<file path="src/rtl/maquina_pkg.sv">
// Shared definitions for the vending machine coin paths: coin codes, coin
// values in R$0.25 units and the debug state codes of the change dispenser.
package maquina_pkg;

    // AB coin codes, identical to the ones used by the coin acceptor
    localparam logic [1:0] MOEDA_NENHUMA = 2'b00;
    localparam logic [1:0] MOEDA_25      = 2'b01;
    localparam logic [1:0] MOEDA_50      = 2'b10;
    localparam logic [1:0] MOEDA_100     = 2'b11;

    // Coin values in quarter units
    localparam logic [2:0] VALOR_25  = 3'd1;
    localparam logic [2:0] VALOR_50  = 3'd2;
    localparam logic [2:0] VALOR_100 = 3'd4;

    // Dispenser state codes, exported as-is on the debug port
    localparam logic [2:0] EST_OCIOSO    = 3'd0;
    localparam logic [2:0] EST_CALCULA   = 3'd1;
    localparam logic [2:0] EST_SELECIONA = 3'd2;
    localparam logic [2:0] EST_EJETA     = 3'd3;
    localparam logic [2:0] EST_FIM       = 3'd4;
    localparam logic [2:0] EST_ERRO      = 3'd5;

    // Value in quarter units of a coin code; "no coin" is worth nothing
    function automatic logic [2:0] valor_da_moeda(input logic [1:0] codigo);
        logic [2:0] valor;
        case (codigo)
            MOEDA_25:  valor = VALOR_25;
            MOEDA_50:  valor = VALOR_50;
            MOEDA_100: valor = VALOR_100;
            default:   valor = 3'd0;
        endcase
        return valor;
    endfunction

endpackage

</file>
<file path="src/rtl/seletor_de_moeda.sv">
// Greedy coin picker: for the remaining change, chooses the largest coin that
// does not exceed it. Purely combinational so it can be tested on its own.
module seletor_de_moeda
    import maquina_pkg::*;
#(
    parameter int W = 6
) (
    input  logic [W-1:0] troco,
    output logic [1:0]   codigo,
    output logic [2:0]   valor
);

    // Largest coin first; a quarter is the fallback for any odd remainder
    always_comb begin
        codigo = MOEDA_25;
        if (troco >= W'(4)) begin
            codigo = MOEDA_100;
        end else if (troco >= W'(2)) begin
            codigo = MOEDA_50;
        end
        valor = valor_da_moeda(codigo);
    end

endmodule

</file>
<file path="src/rtl/dispensador_de_troco.sv">
// Change dispenser: latches the balance, subtracts the product price and
// hands the change out one coin at a time over a valid/ack handshake with
// the coin ejector, giving up with an error pulse if the ejector jams.
module dispensador_de_troco
    import maquina_pkg::*;
#(
    parameter int W       = 6,
    parameter int PRECO   = 5,
    parameter int TIMEOUT = 15
) (
    input  logic         clk,
    input  logic         reset,
    input  logic         iniciar,
    input  logic [W-1:0] saldo_in,
    input  logic         ejetor_ack,
    output logic [1:0]   moeda_out,
    output logic         moeda_valid,
    output logic         ocupado,
    output logic         concluido,
    output logic         erro,
    output logic [2:0]   estado
);

    localparam int            CW      = $clog2(TIMEOUT + 1);
    localparam logic [W-1:0]  PRECO_W = W'(PRECO);
    localparam logic [CW-1:0] LIMITE  = CW'(TIMEOUT);

    logic [2:0]    estado_q;
    logic [W-1:0]  saldo_q;
    logic [W-1:0]  troco_q;
    logic [CW-1:0] contador_q;
    logic [1:0]    codigo_sel;
    logic [2:0]    valor_sel;
    logic [W-1:0]  troco_restante;

    // The coin under ejection is always the greedy pick for the current
    // change, since the change only moves once the ejector acknowledges.
    seletor_de_moeda #(
        .W(W)
    ) u_seletor (
        .troco (troco_q),
        .codigo(codigo_sel),
        .valor (valor_sel)
    );

    assign troco_restante = troco_q - W'(valor_sel);

    // Main sequencer: accept request, compute change, then loop select/eject
    always_ff @(posedge clk) begin
        if (reset) begin
            estado_q    <= EST_OCIOSO;
            saldo_q     <= '0;
            troco_q     <= '0;
            contador_q  <= '0;
            moeda_out   <= MOEDA_NENHUMA;
            moeda_valid <= 1'b0;
        end else begin
            case (estado_q)
                EST_OCIOSO: begin
                    if (iniciar) begin
                        saldo_q  <= saldo_in;
                        estado_q <= EST_CALCULA;
                    end
                end
                EST_CALCULA: begin
                    if (saldo_q < PRECO_W) begin
                        estado_q <= EST_ERRO;
                    end else begin
                        troco_q  <= saldo_q - PRECO_W;
                        estado_q <= (saldo_q == PRECO_W) ? EST_FIM : EST_SELECIONA;
                    end
                end
                EST_SELECIONA: begin
                    moeda_out   <= codigo_sel;
                    moeda_valid <= 1'b1;
                    contador_q  <= '0;
                    estado_q    <= EST_EJETA;
                end
                EST_EJETA: begin
                    if (ejetor_ack) begin
                        troco_q     <= troco_restante;
                        moeda_out   <= MOEDA_NENHUMA;
                        moeda_valid <= 1'b0;
                        estado_q    <= (troco_restante == '0) ? EST_FIM : EST_SELECIONA;
                    end else if (contador_q == LIMITE) begin
                        moeda_out   <= MOEDA_NENHUMA;
                        moeda_valid <= 1'b0;
                        estado_q    <= EST_ERRO;
                    end else begin
                        contador_q <= contador_q + CW'(1);
                    end
                end
                EST_FIM: begin
                    estado_q <= EST_OCIOSO;
                end
                EST_ERRO: begin
                    troco_q  <= '0;
                    estado_q <= EST_OCIOSO;
                end
                default: begin
                    moeda_out   <= MOEDA_NENHUMA;
                    moeda_valid <= 1'b0;
                    estado_q    <= EST_OCIOSO;
                end
            endcase
        end
    end

    // Status pulses come straight from the state register, so each lasts
    // exactly the single cycle spent in FIM or ERRO.
    always_comb begin
        ocupado   = (estado_q != EST_OCIOSO);
        concluido = (estado_q == EST_FIM);
        erro      = (estado_q == EST_ERRO);
        estado    = estado_q;
    end

endmodule

</file>
<file path="config.mk">
export PLATFORM = sky130hd
export DESIGN_NAME = dispensador_de_troco
export DESIGN_NICKNAME = d
export VERILOG_FILES = /design/src/rtl/maquina_pkg.sv /design/src/rtl/seletor_de_moeda.sv /design/src/rtl/dispensador_de_troco.sv
export SDC_FILE = /design/constraint.sdc
export NUM_CORES = 1
export LEC_CHECK = 0
export ABC_AREA = 1
export ABC_CLOCK_PERIOD_IN_PS = 2600
export CELL_PAD_IN_SITES_DETAIL_PLACEMENT = 0
export CELL_PAD_IN_SITES_GLOBAL_PLACEMENT = 2
export CORE_MARGIN = 5
export CORE_UTILIZATION = 29
export DETAILED_ROUTE_END_ITERATION = 8
export PLACE_DENSITY = 0.79
export SYNTH_ARGS = -nofsm -noshare
export SYNTH_HDL_FRONTEND = slang
export SYNTH_HIERARCHICAL = 1
export SYNTH_SLANG_ARGS = --single-unit
export TNS_END_PERCENT = 1
</file>
<file path="constraint.sdc">
create_clock -name clk -period 2.6 [get_ports clk]
set_input_delay 0.52 -clock clk [delete_from_list [all_inputs] [get_ports clk]]
set_output_delay 0.52 -clock clk [all_outputs]
set_load 0.05 [all_outputs]
</file>
# Word-level counts from Yosys, hierarchy flattened
# Index checks and enable logic that the tools add are counted.
[word_totals]
reg_bits = 22
input_bits = 10
out_inout_bits = 9
[op_classes]
n_addsub = 3
order_cmp = 3
n_eq_ne = 16
muxes = 22
bitwise = 1
n_reduce_logical = 11
[op_table]
columns = ["cell", "n"]
rows = [
  ["$mux W3", 6],
  ["$pmux W6 S3", 1],
  ["$mux W6", 2],
  ["$pmux W3 S4", 1],
  ["$ne A2 B2 Y1 const B", 5],
  ["$pmux W3 S3", 1],
  ["$mux W2", 4],
  ["$mux W4", 2],
  ["$pmux W4 S2", 1],
  ["$eq A3 B2 Y1 const B", 2],
  ["$eq A3 B3 Y1 const B", 2],
  ["$eq A6 B3 Y1 const B", 1],
  ["$ge A6 B2 Y1 const B", 1],
  ["$ge A6 B3 Y1 const B", 1],
  ["$logic_not A6 Y1", 1],
  ["$lt A6 B3 Y1 const B", 1],
  ["$pmux W2 S3", 1],
  ["$reduce_and A2 Y1", 3],
  ["$reduce_and A3 Y1", 2],
  ["$reduce_bool A3 Y1", 2],
  ["$sub A6 B3 Y6", 1],
  ["$sub A6 B3 Y6 const B", 1],
  ["$add A4 B1 Y4 const B", 1],
  ["$eq A2 B2 Y1 const B", 2],
  ["10 further kinds", 11],
]

# Logic depth before layout (Yosys ltp)
# Gate-level depths: netlist (run 1).
[logic_depth]
depth_word = 10
ltp_mapped = 18
mapped_depth_nobuf = 18

# By module
# The synthesis (run 1) kept the hierarchy.
[by_module_without_submodules]
columns = ["module", "instances", "cells_per_inst", "area_each_um2"]
rows = [
  ["dispensador_de_troco", 1, 199, 1352.5],
  ["seletor_de_moeda", 1, 8, 40.0],
]

# Worst setup path after synthesis (run 1)
# No wires, ideal clock.
[synth_timing]
path_kind = "register -> output"
startpoint = "register estado_q[2] (netlist: estado[2])"
endpoint = "output port concluido"
t_arrival_ns = 2.051
required_ns = 2.080
path_slack_ns = 0.029
stages_incl_launch_ff = 3
path_cell_list = "dfxtp_1 > inv_1 > nor3_1"
[synth_between]
elab_chain_len = 1
[synth_lines]
columns = ["item", "line", "rtl"]
rows = [
  ["start, declared", "dispensador_de_troco.sv:28", "logic [2:0] estado_q;"],
  ["start signal, assigned", "dispensador_de_troco.sv:70", "estado_q <= (saldo_q == PRECO_W) ? EST_FIM : EST_SELECIONA;"],
  ["start signal, assigned", "dispensador_de_troco.sv:84", "estado_q <= (troco_restante == '0) ? EST_FIM : EST_SELECIONA;"],
  ["$eq A3 B3 Y1", "dispensador_de_troco.sv:113", "concluido = (estado_q == EST_FIM);"],
  ["end, declared", "dispensador_de_troco.sv:19", "output logic concluido,"],
]
# Every way passes these cells.

# Worst setup path in the final report (run 1)
# Ends and elaborated chain as after synthesis.

==> impl_summary.txt, run 1 <==
----------------------------------------------------
[Critical path]
  Cell type of the slowest stage on the worst timing path ... sky130_fd_sc_hd__clkdlybuf4s50_1
  Worst setup path start ... estado[2]$_SDFFE_PP0P_
  Destination of the critical timing path ... concluido
  Start of the worst register-to-register path ... troco_q[3]$_SDFFE_PP0P_
  Critical path type ... reg -> out
  Internal reg-to-reg setup slack ... around 0.50 ns
  WP data arrival ... 1.88 ns
  Depth of the critical timing path with buffers and inverters included ... 3
  Number of cell instances on the worst register-to-register path ... 18
  WP buf/inv ... 2
  Critical path data required time ... 2.08 ns
  Kind of start point of the critical path ... register
  Kind of end point of the critical path ... primary output
  Endpoint of the lowest-slack register-to-register path ... estado[2]$_SDFFE_PP0P_
  Maximum fanout along the worst path ... 8
  Cell family with most CP delay ... buffers and inverters
  Delay of the slowest critical-path stage ... 0.82 ns
  CP Cell Sequence ... inv_1, nor3_1, clkdlybuf4s50_1

[Layout]
  Final net count ... between 200 and 250
  Antenna diode count ... 0
  Most frequent cells in the layout ... sky130_fd_sc_hd__nand2_1, sky130_fd_sc_hd__inv_1, sky130_fd_sc_hd__dfxtp_1, sky130_fd_sc_hd__nand3_1, sky130_fd_sc_hd__clkdlybuf4s50_1
  Combined area of the multi-input logic cells ... about 810 sq um
  Area added between synthesis and finish ... 22.5%
  Final cell area excluding filler cells ... ~0.0017 sq mm
  Register area ... between 400 and 500 sq um
  Count of filler cells inserted in the layout ... approximately 520
  Ratio of cells with drive above 1 in the final layout ... 0.115
  Most frequent standard cell in the layout excluding fill and tap cells ... sky130_fd_sc_hd__nand2_1

[Pwr]
  Psw ... between 0.001 and 0.0015 W
  Part of the total power dissipated in sequential elements ... 0.235
  Power share of the clock group ... 0.142
  P per Cell Area ... 1370 mW/mm^2
  Int Pwr ... about 0.0012 W
  Switching Fraction ... 0.497
  Portion of total power attributed to combinational logic ... 0.623
  Peak supply drop ... 0.000577 V
  Reported leakage power ... roughly 0.77 nW

[Clock tree]
  Maximum clock path buffer count ... 2
  Count of instances resized after the clock tree is built ... 0
  CTS sink count ... 22
  Clk root buf ... sky130_fd_sc_hd__clkbuf_8
  Clock Pin Slew Worst Setup and Hold Paths ... roughly 0.09 ns
  Maximum level of the CTS H-tree ... 1
  Hold-fix buffers, CTS ... 0
  Post-CTS setup buffer count ... 0
  CTS tree ... done
  Clock network latency to the later pin of the worst-skew pair ... approximately 0.27 ns
  Clock buffers created by TritonCTS ... 3

[Floorplan]
  Die outline height ... a little under 80 microns
  Starting utilization of the core area ... 0.297
  Floorplan row count ... 25
  Die ar. ... ~0.0063 sq mm
  IO Count ... 19
  Width of the die ... between 70 and 80 microns
  Floorplan core area ... around 0.0047 sq mm

[Synth]
  Synthesized area per cell ... just under 7 sq um
  Seq cells post-synth ... 22
  Portion of the post-synthesis area used by sequential elements ... 0.316
  Total number of yosys warnings ... 6
  Gate count after technology mapping ... 207
  Number of unique standard cell types used by synthesis ... 28
  Syn_nets ... 224
  Mapped Area ... between 0.001 and 0.0015 sq mm

[Placement]
  Detailed-placement wirelength estimate ... 2650 microns
  Cell Area, Placed ... roughly 0.0016 sq mm
  # port buffers ... 18
  Final Wtd Congestion ... around 0.75

[Routing]
  Iteration-0 DRC count of the detailed router ... 55
  Number of search-and-repair iterations in the first detailed-routing pass ... 4
  DRT Wirelength ... roughly 3400 microns
  DRC violation count after routing ... 0
  Average wire per cell in the routed design ... about 12 microns
  Vias per std cell ... 4.64
  Number of nets still failing antenna checks after routing ... 0
  Total via count after detailed routing ... 1304

[Timing]
  Post-Route Setup TNS ... 0 ns
  Final-report hold violation count ... 0
  Worst max-slew margin expressed relative to the limit ... 0.662
  Unrepaired setup endpoints after global routing ... no
  Final cycle utilization of the critical path ... 0.923
  Endpoints failing setup ... 0
  Actual transition at the worst max-transition pin ... 0.507 ns
  Maximum operating frequency ... 417 MHz
  Min Tclk post-route ... between 2 and 2.5 ns
  Post-route clock skew ... approximately 0.0058 ns
  Final number of max-transition violations ... 0

[GRT]
  Antenna violations before repair ... 0
  GR Util All Layers ... 0.114
  Leftover overflow at the end of global routing ... 0
  Number of global-route vias before repair ... 1214
  Pin count of the biggest net entering global routing ... 15
  Wire length of the first global-routing pass ... between 5000 and 6000 microns

[Outcome]
  Status ... finished, final reports clean

[Min path]
  Class of the worst hold path ... reg -> reg

[Flow run]
  MaxCap Viol Count ... 0

----------------------------------------------------
==> worst min-delay path: stages, from the launching register on <==
cell and delay [ns]:
sky130_fd_sc_hd__dfxtp_1 0.32, sky130_fd_sc_hd__nand2_1 0.06, sky130_fd_sc_hd__a21oi_1 0.05
==> cells in the mapped netlist, drive strengths merged <==
cell	count	area share
nand3	18	0.065
o22ai	2	0.0090
buf	1	0.0036
xnor2	1	0.0063
nor3	2	0.015
clkbuf	1	0.0027
ha	6	0.054
or2	3	0.013
fa	1	0.014
nand2	48	0.13
a31oi	3	0.013
inv	36	0.097
nand4	3	0.018
o21ai	16	0.060
a21oi	17	0.069
nor2	22	0.079
xor2	4	0.025
dfxtp	22	0.32
o211ai	1	0.0054
==> flip-flops by register name (all words and copies together), names as in the netlist <==
register	cells
saldo_q	6
troco_q	6
moeda_out	2
contador_q	4
estado	3
moeda_valid	1
==> metal layers <==
| metal | vias to the layer above | GRT usage | wire length (microns) |
|---|---|---|---|
| met1 | 573 | 0.150 | 1690 |
| li1 | 710 | - | - |
| met3 | 4 | 0.0238 | 94 |
| met2 | 17 | 0.192 | 1560 |
| met5 | - | 0 | 0 |
| met4 | 0 | 0.0258 | 27 |
==> worst min path at each step <==
stage / from / endpoint / cells after the start
2_1_floorplan: troco_q[0]$_SDFFE_PP0P_ / troco_q[0]$_SDFFE_PP0P_ / 2
3_3_place_gp: moeda_valid$_SDFFE_PP0P_ / moeda_valid$_SDFFE_PP0P_ / 2
3_5_place_dp: moeda_valid$_SDFFE_PP0P_ / moeda_valid$_SDFFE_PP0P_ / 2
4_1_cts: moeda_valid$_SDFFE_PP0P_ / moeda_valid$_SDFFE_PP0P_ / 2
5_1_grt: troco_q[0]$_SDFFE_PP0P_ / troco_q[0]$_SDFFE_PP0P_ / 2
6_report: moeda_out[0]$_SDFFE_PP0P_ / moeda_out[0]$_SDFFE_PP0P_ / 2
==> power groups by stage <==
stage          Clock, W  Sequential (W)  Combinational (W)
5_1_grt        0.000359        0.000570            0.00166
3_3_place_gp          0        0.000562            0.00150
2_1_floorplan         0        0.000629            0.00105
6_report       0.000333        0.000551            0.00146
3_5_place_dp          0        0.000561            0.00147
4_1_cts        0.000344        0.000553            0.00147
==> per-stage QoR <==
step / total power, W / setup WS [ns] / instances / utilization / hold slack (ns)
floorplan: 0.00168 / 0.0287 / 207 / - / 0.435
global placement: 0.00206 / 0.382 / 277 / 0.348 / 0.453
detailed placement: 0.00203 / 0.425 / 277 / 0.348 / 0.458
CTS: 0.00237 / 0.103 / 281 / 0.363 / 0.473
global route: 0.00259 / 0.0910 / 281 / 0.363 / 0.520
finish: 0.00234 / 0.199 / 281 / 0.363 / 0.468
==> layout make-up <==
type,count,share of cell area
multi-input combinational,147,0.474
clock buffer,3,0.0242
sequential,22,0.258
inverter,36,0.0792
timing repair buffer,18,0.107
tap,54,0.0396
clock inverter,1,0.0176
==> cell families (layout without fill, tap and decap cells) <==
logic type | count (synthesis) | count (layout) | synth area share
AND/OR/NAND/NOR | 96 | 96 | 0.323
AO/OA/AOI/OAI | 39 | 39 | 0.157
buffers and inverters | 38 | 58 | 0.103
flip-flops | 22 | 22 | 0.316
adder cells (fa/ha/maj) | 7 | 7 | 0.0683
XOR/XNOR | 5 | 5 | 0.0314
Power figures use the tool's default switching activity.
==> run 2: changes to the inputs <==
--- a/config.mk
+++ b/config.mk
@@ -6,11 +6,12 @@
 export NUM_CORES = 1
 export LEC_CHECK = 0
 export ABC_AREA = 1
-export ABC_CLOCK_PERIOD_IN_PS = 2600
+export ABC_CLOCK_PERIOD_IN_PS = 2500
 export CELL_PAD_IN_SITES_DETAIL_PLACEMENT = 0
 export CELL_PAD_IN_SITES_GLOBAL_PLACEMENT = 2
 export CORE_MARGIN = 5
 export CORE_UTILIZATION = 29
+export CTS_CLUSTER_DIAMETER = 30
 export DETAILED_ROUTE_END_ITERATION = 8
 export PLACE_DENSITY = 0.79
 export SYNTH_ARGS = -nofsm -noshare
==> constraint.sdc (replaced) <==
create_clock -name clk -period 2.5 [get_ports clk]
set_input_delay 0.5 -clock clk [delete_from_list [all_inputs] [get_ports clk]]
set_output_delay 0.5 -clock clk [all_outputs]
set_load 0.05 [all_outputs]
==> run 2 against run 1 <==
  * Critical path depth is the same
  * Sequential cell count stayed put
  * Count of clock-buffer cells in the layout unchanged
  * Setup slack got worse by 0.025 ns
  * Largest power group unchanged
  * Wire length shrank 4.7%
  * Final cell count stayed put
  * Register-to-register slack got worse by 0.13 ns
  * Critical endpoint is now ocupado
  * Power grew 2.8%
  * Largest cell class unchanged
  * Clock power grew 3%
==> impl_summary.txt, run 2 (synthesis gave the netlist of run 1 again) <==
----------------------------------------------------
[Timing]
  Endpoints failing setup ... 0 (unchanged)
  Maximum operating frequency ... 430 MHz
  Unrepaired setup endpoints after global routing ... no
  Min Tclk post-route ... 2.33 ns
  WHS ... 0.465 ns (-0.00232 ns)
  Actual transition at the worst max-transition pin ... 0.494 ns (-0.0123 ns)
  Final cycle utilization of the critical path ... 0.930
  Post-route clock skew ... 0.0117 ns (+0.00584 ns)
  Post-Route Setup TNS ... 0 ns (unchanged)
  Final number of max-transition violations ... 0 (unchanged)
  Worst max-slew margin expressed relative to the limit ... 0.669 (+0.00772)
  Final-report hold violation count ... 0 (unchanged)
  Setup slack of the critical path after layout ... 0.174 ns (-0.0250 ns)

[Layout]
  Util after Layout ... 0.363 (unchanged)
  Area added between synthesis and finish ... 22.5% (unchanged)
  Final net count ... 245 (unchanged)
  Most frequent cells in the layout ... sky130_fd_sc_hd__nand2_1, sky130_fd_sc_hd__inv_1, sky130_fd_sc_hd__dfxtp_1, sky130_fd_sc_hd__nand3_1, sky130_fd_sc_hd__clkdlybuf4s50_1
  Ratio of cells with drive above 1 in the final layout ... 0.123 (+0.00881)
  Biggest regs ... saldo_q x6, troco_q x6, contador_q x4
  Most frequent standard cell in the layout excluding fill and tap cells ... sky130_fd_sc_hd__nand2_1
  Antenna diode count ... 0 (unchanged)

[GRT]
  Number of global-route vias before repair ... 1271 (+4.7%)
  Pin count of the biggest net entering global routing ... 15 (unchanged)
  Routing usage on met3 ... 0.0193 (-0.00454)
  Leftover overflow at the end of global routing ... 0 (unchanged)
  Wire length of the first global-routing pass ... 5810 microns (+2.7%)
  Met2 usage ... 0.190 (-0.00168)
  Antenna violations before repair ... 0 (unchanged)
  Met1 Resource Use GR ... 0.154 (+0.00394)
  Layer with the highest usage ... met2
  GR Util All Layers ... 0.114 (about the same)

[Clock tree]
  Maximum level of the CTS H-tree ... 1 (unchanged)
  CTS sink count ... 22 (unchanged)
  Maximum clock path buffer count ... 2 (unchanged)
  Clk root buf ... sky130_fd_sc_hd__clkbuf_8
  Post-CTS setup buffer count ... 0 (unchanged)
  Clock Pin Slew Worst Setup and Hold Paths ... 0.10 ns (about the same)
  Clock buffers created by TritonCTS ... 3 (unchanged)
  Clock network latency to the later pin of the worst-skew pair ... 0.27 ns (about the same)
  CTS tree ... done
  Hold-fix buffers, CTS ... 0 (unchanged)
  Count of instances resized after the clock tree is built ... 0 (unchanged)

[Floorplan]
  Width of the die ... 79.3 microns (unchanged)
  Floorplan row count ... 25 (unchanged)
  IO Count ... 19 (unchanged)
  Floorplan core area ... 0.00469 sq mm (unchanged)
  Die outline height ... 79.3 microns (unchanged)
  Die ar. ... 0.00629 sq mm (unchanged)
  Starting utilization of the core area ... 0.297 (unchanged)

[Pwr]
  P per Cell Area ... 1410 mW/mm^2 (+2.8%)
  Reported leakage power ... 0.755 nW (-1.7%)
  Peak supply drop ... 0.000342 V (-41%)
  Overall power after layout ... 0.00241 W (+2.8%)

[Routing]
  Iteration-0 DRC count of the detailed router ... 37 (-33%)
  Average wire per cell in the routed design ... 11.4 microns (-4.7%)
  DRT Wirelength ... 3210 microns (-4.7%)
  DRC violation count after routing ... 0 (unchanged)
  Number of nets still failing antenna checks after routing ... 0 (unchanged)
  Vias per std cell ... 4.53 (-2.4%)
  Number of search-and-repair iterations in the first detailed-routing pass ... 4 (unchanged)
  Total via count after detailed routing ... 1273 (-2.4%)

[Critical path]
  WP data arrival ... 1.83 ns (-0.05 ns)
  Kind of start point of the critical path ... register
  Critical path type ... reg -> out
  Kind of end point of the critical path ... primary output
  Critical path data required time ... 2.00 ns (-0.08 ns)
  Maximum fanout along the worst path ... 8 (unchanged)

[Flow run]
  MaxCap Viol Count ... 0 (unchanged)

[Placement]
  Worst Setup Slack post-DPL ... 0.394 ns (-0.0312 ns)
  Final Wtd Congestion ... 0.781 (+4.4%)
  Detailed-placement wirelength estimate ... 2590 microns (-2.0%)
  # port buffers ... 18 (unchanged)

[Outcome]
  Status ... finished, final reports clean

[Min path]
  Class of the worst hold path ... reg -> reg

----------------------------------------------------
run 2: cell count changes in the layout (fill, tap and decap cells not counted):
cell | before | now
sky130_fd_sc_hd__buf_4 | 0 | 1
sky130_fd_sc_hd__nor3_1 | 1 | 0
sky130_fd_sc_hd__nor3_2 | 0 | 1
sky130_fd_sc_hd__dlymetal6s2s_1 | 1 | 0
run 2: path summary, 6_finish.rpt:
kind / startpoint / to / slack, ns / cells past startpoint
min reg2reg: moeda_valid$_SDFFE_PP0P_ / moeda_valid$_SDFFE_PP0P_ / 0.47 / 2
max reg2reg: troco_q[4]$_SDFFE_PP0P_ / estado[2]$_SDFFE_PP0P_ / 0.37 / 15
min: moeda_valid$_SDFFE_PP0P_ / moeda_valid$_SDFFE_PP0P_ / 0.47 / 2
max: estado[2]$_SDFFE_PP0P_ / ocupado / 0.17 / 3
run 2: per-stage QoR:
step	std cells	cell area (sq um)
2_1_floorplan	207	1400
3_5_place_dp	277	1630
3_3_place_gp	277	1630
4_1_cts	281	1710
5_1_grt	281	1710
6_report	281	1710
run 2: metal layers:
metal | wire, microns | vias up
li1 | - | 710
met1 | 1670 | 546
met2 | 1430 | 15
met3 | 89 | 2
met4 | 14 | 0
met5 | 0 | -
run 2: cell type report:
type                       count  area [sq um]
timing repair buffer          18           178
clock buffer                   3          41.3
inverter                      36           135
multi-input combinational    147           813
clock inverter                 1          30.0
fill                         529          2990
sequential                    22           440
tap                           54          67.6
run 2: report_power, final:
part           total, W  leakage [nW]  internal [W]  switching (W)
logic           0.00149         0.538      0.000551       0.000939
clock network  0.000342        0.0357      0.000214       0.000128
registers      0.000578         0.181      0.000459       0.000118
total           0.00241         0.755       0.00122        0.00119
run 2: worst max-delay path, cell delays in order (launching register included):
cell,delay [ns]
sky130_fd_sc_hd__dfxtp_1,0.42
sky130_fd_sc_hd__inv_1,0.18
sky130_fd_sc_hd__nand3_1,0.14
sky130_fd_sc_hd__clkdlybuf4s50_1,0.81
==> run 3: changes to the inputs <==
--- a/config.mk
+++ b/config.mk
@@ -7,6 +7,7 @@
 export LEC_CHECK = 0
 export ABC_AREA = 1
 export ABC_CLOCK_PERIOD_IN_PS = 2500
+export CAP_MARGIN = 20
 export CELL_PAD_IN_SITES_DETAIL_PLACEMENT = 0
 export CELL_PAD_IN_SITES_GLOBAL_PLACEMENT = 2
 export CORE_MARGIN = 5
==> results of run 3 <==
No change in the layout: final DEF, timing and power equal those of run 2.
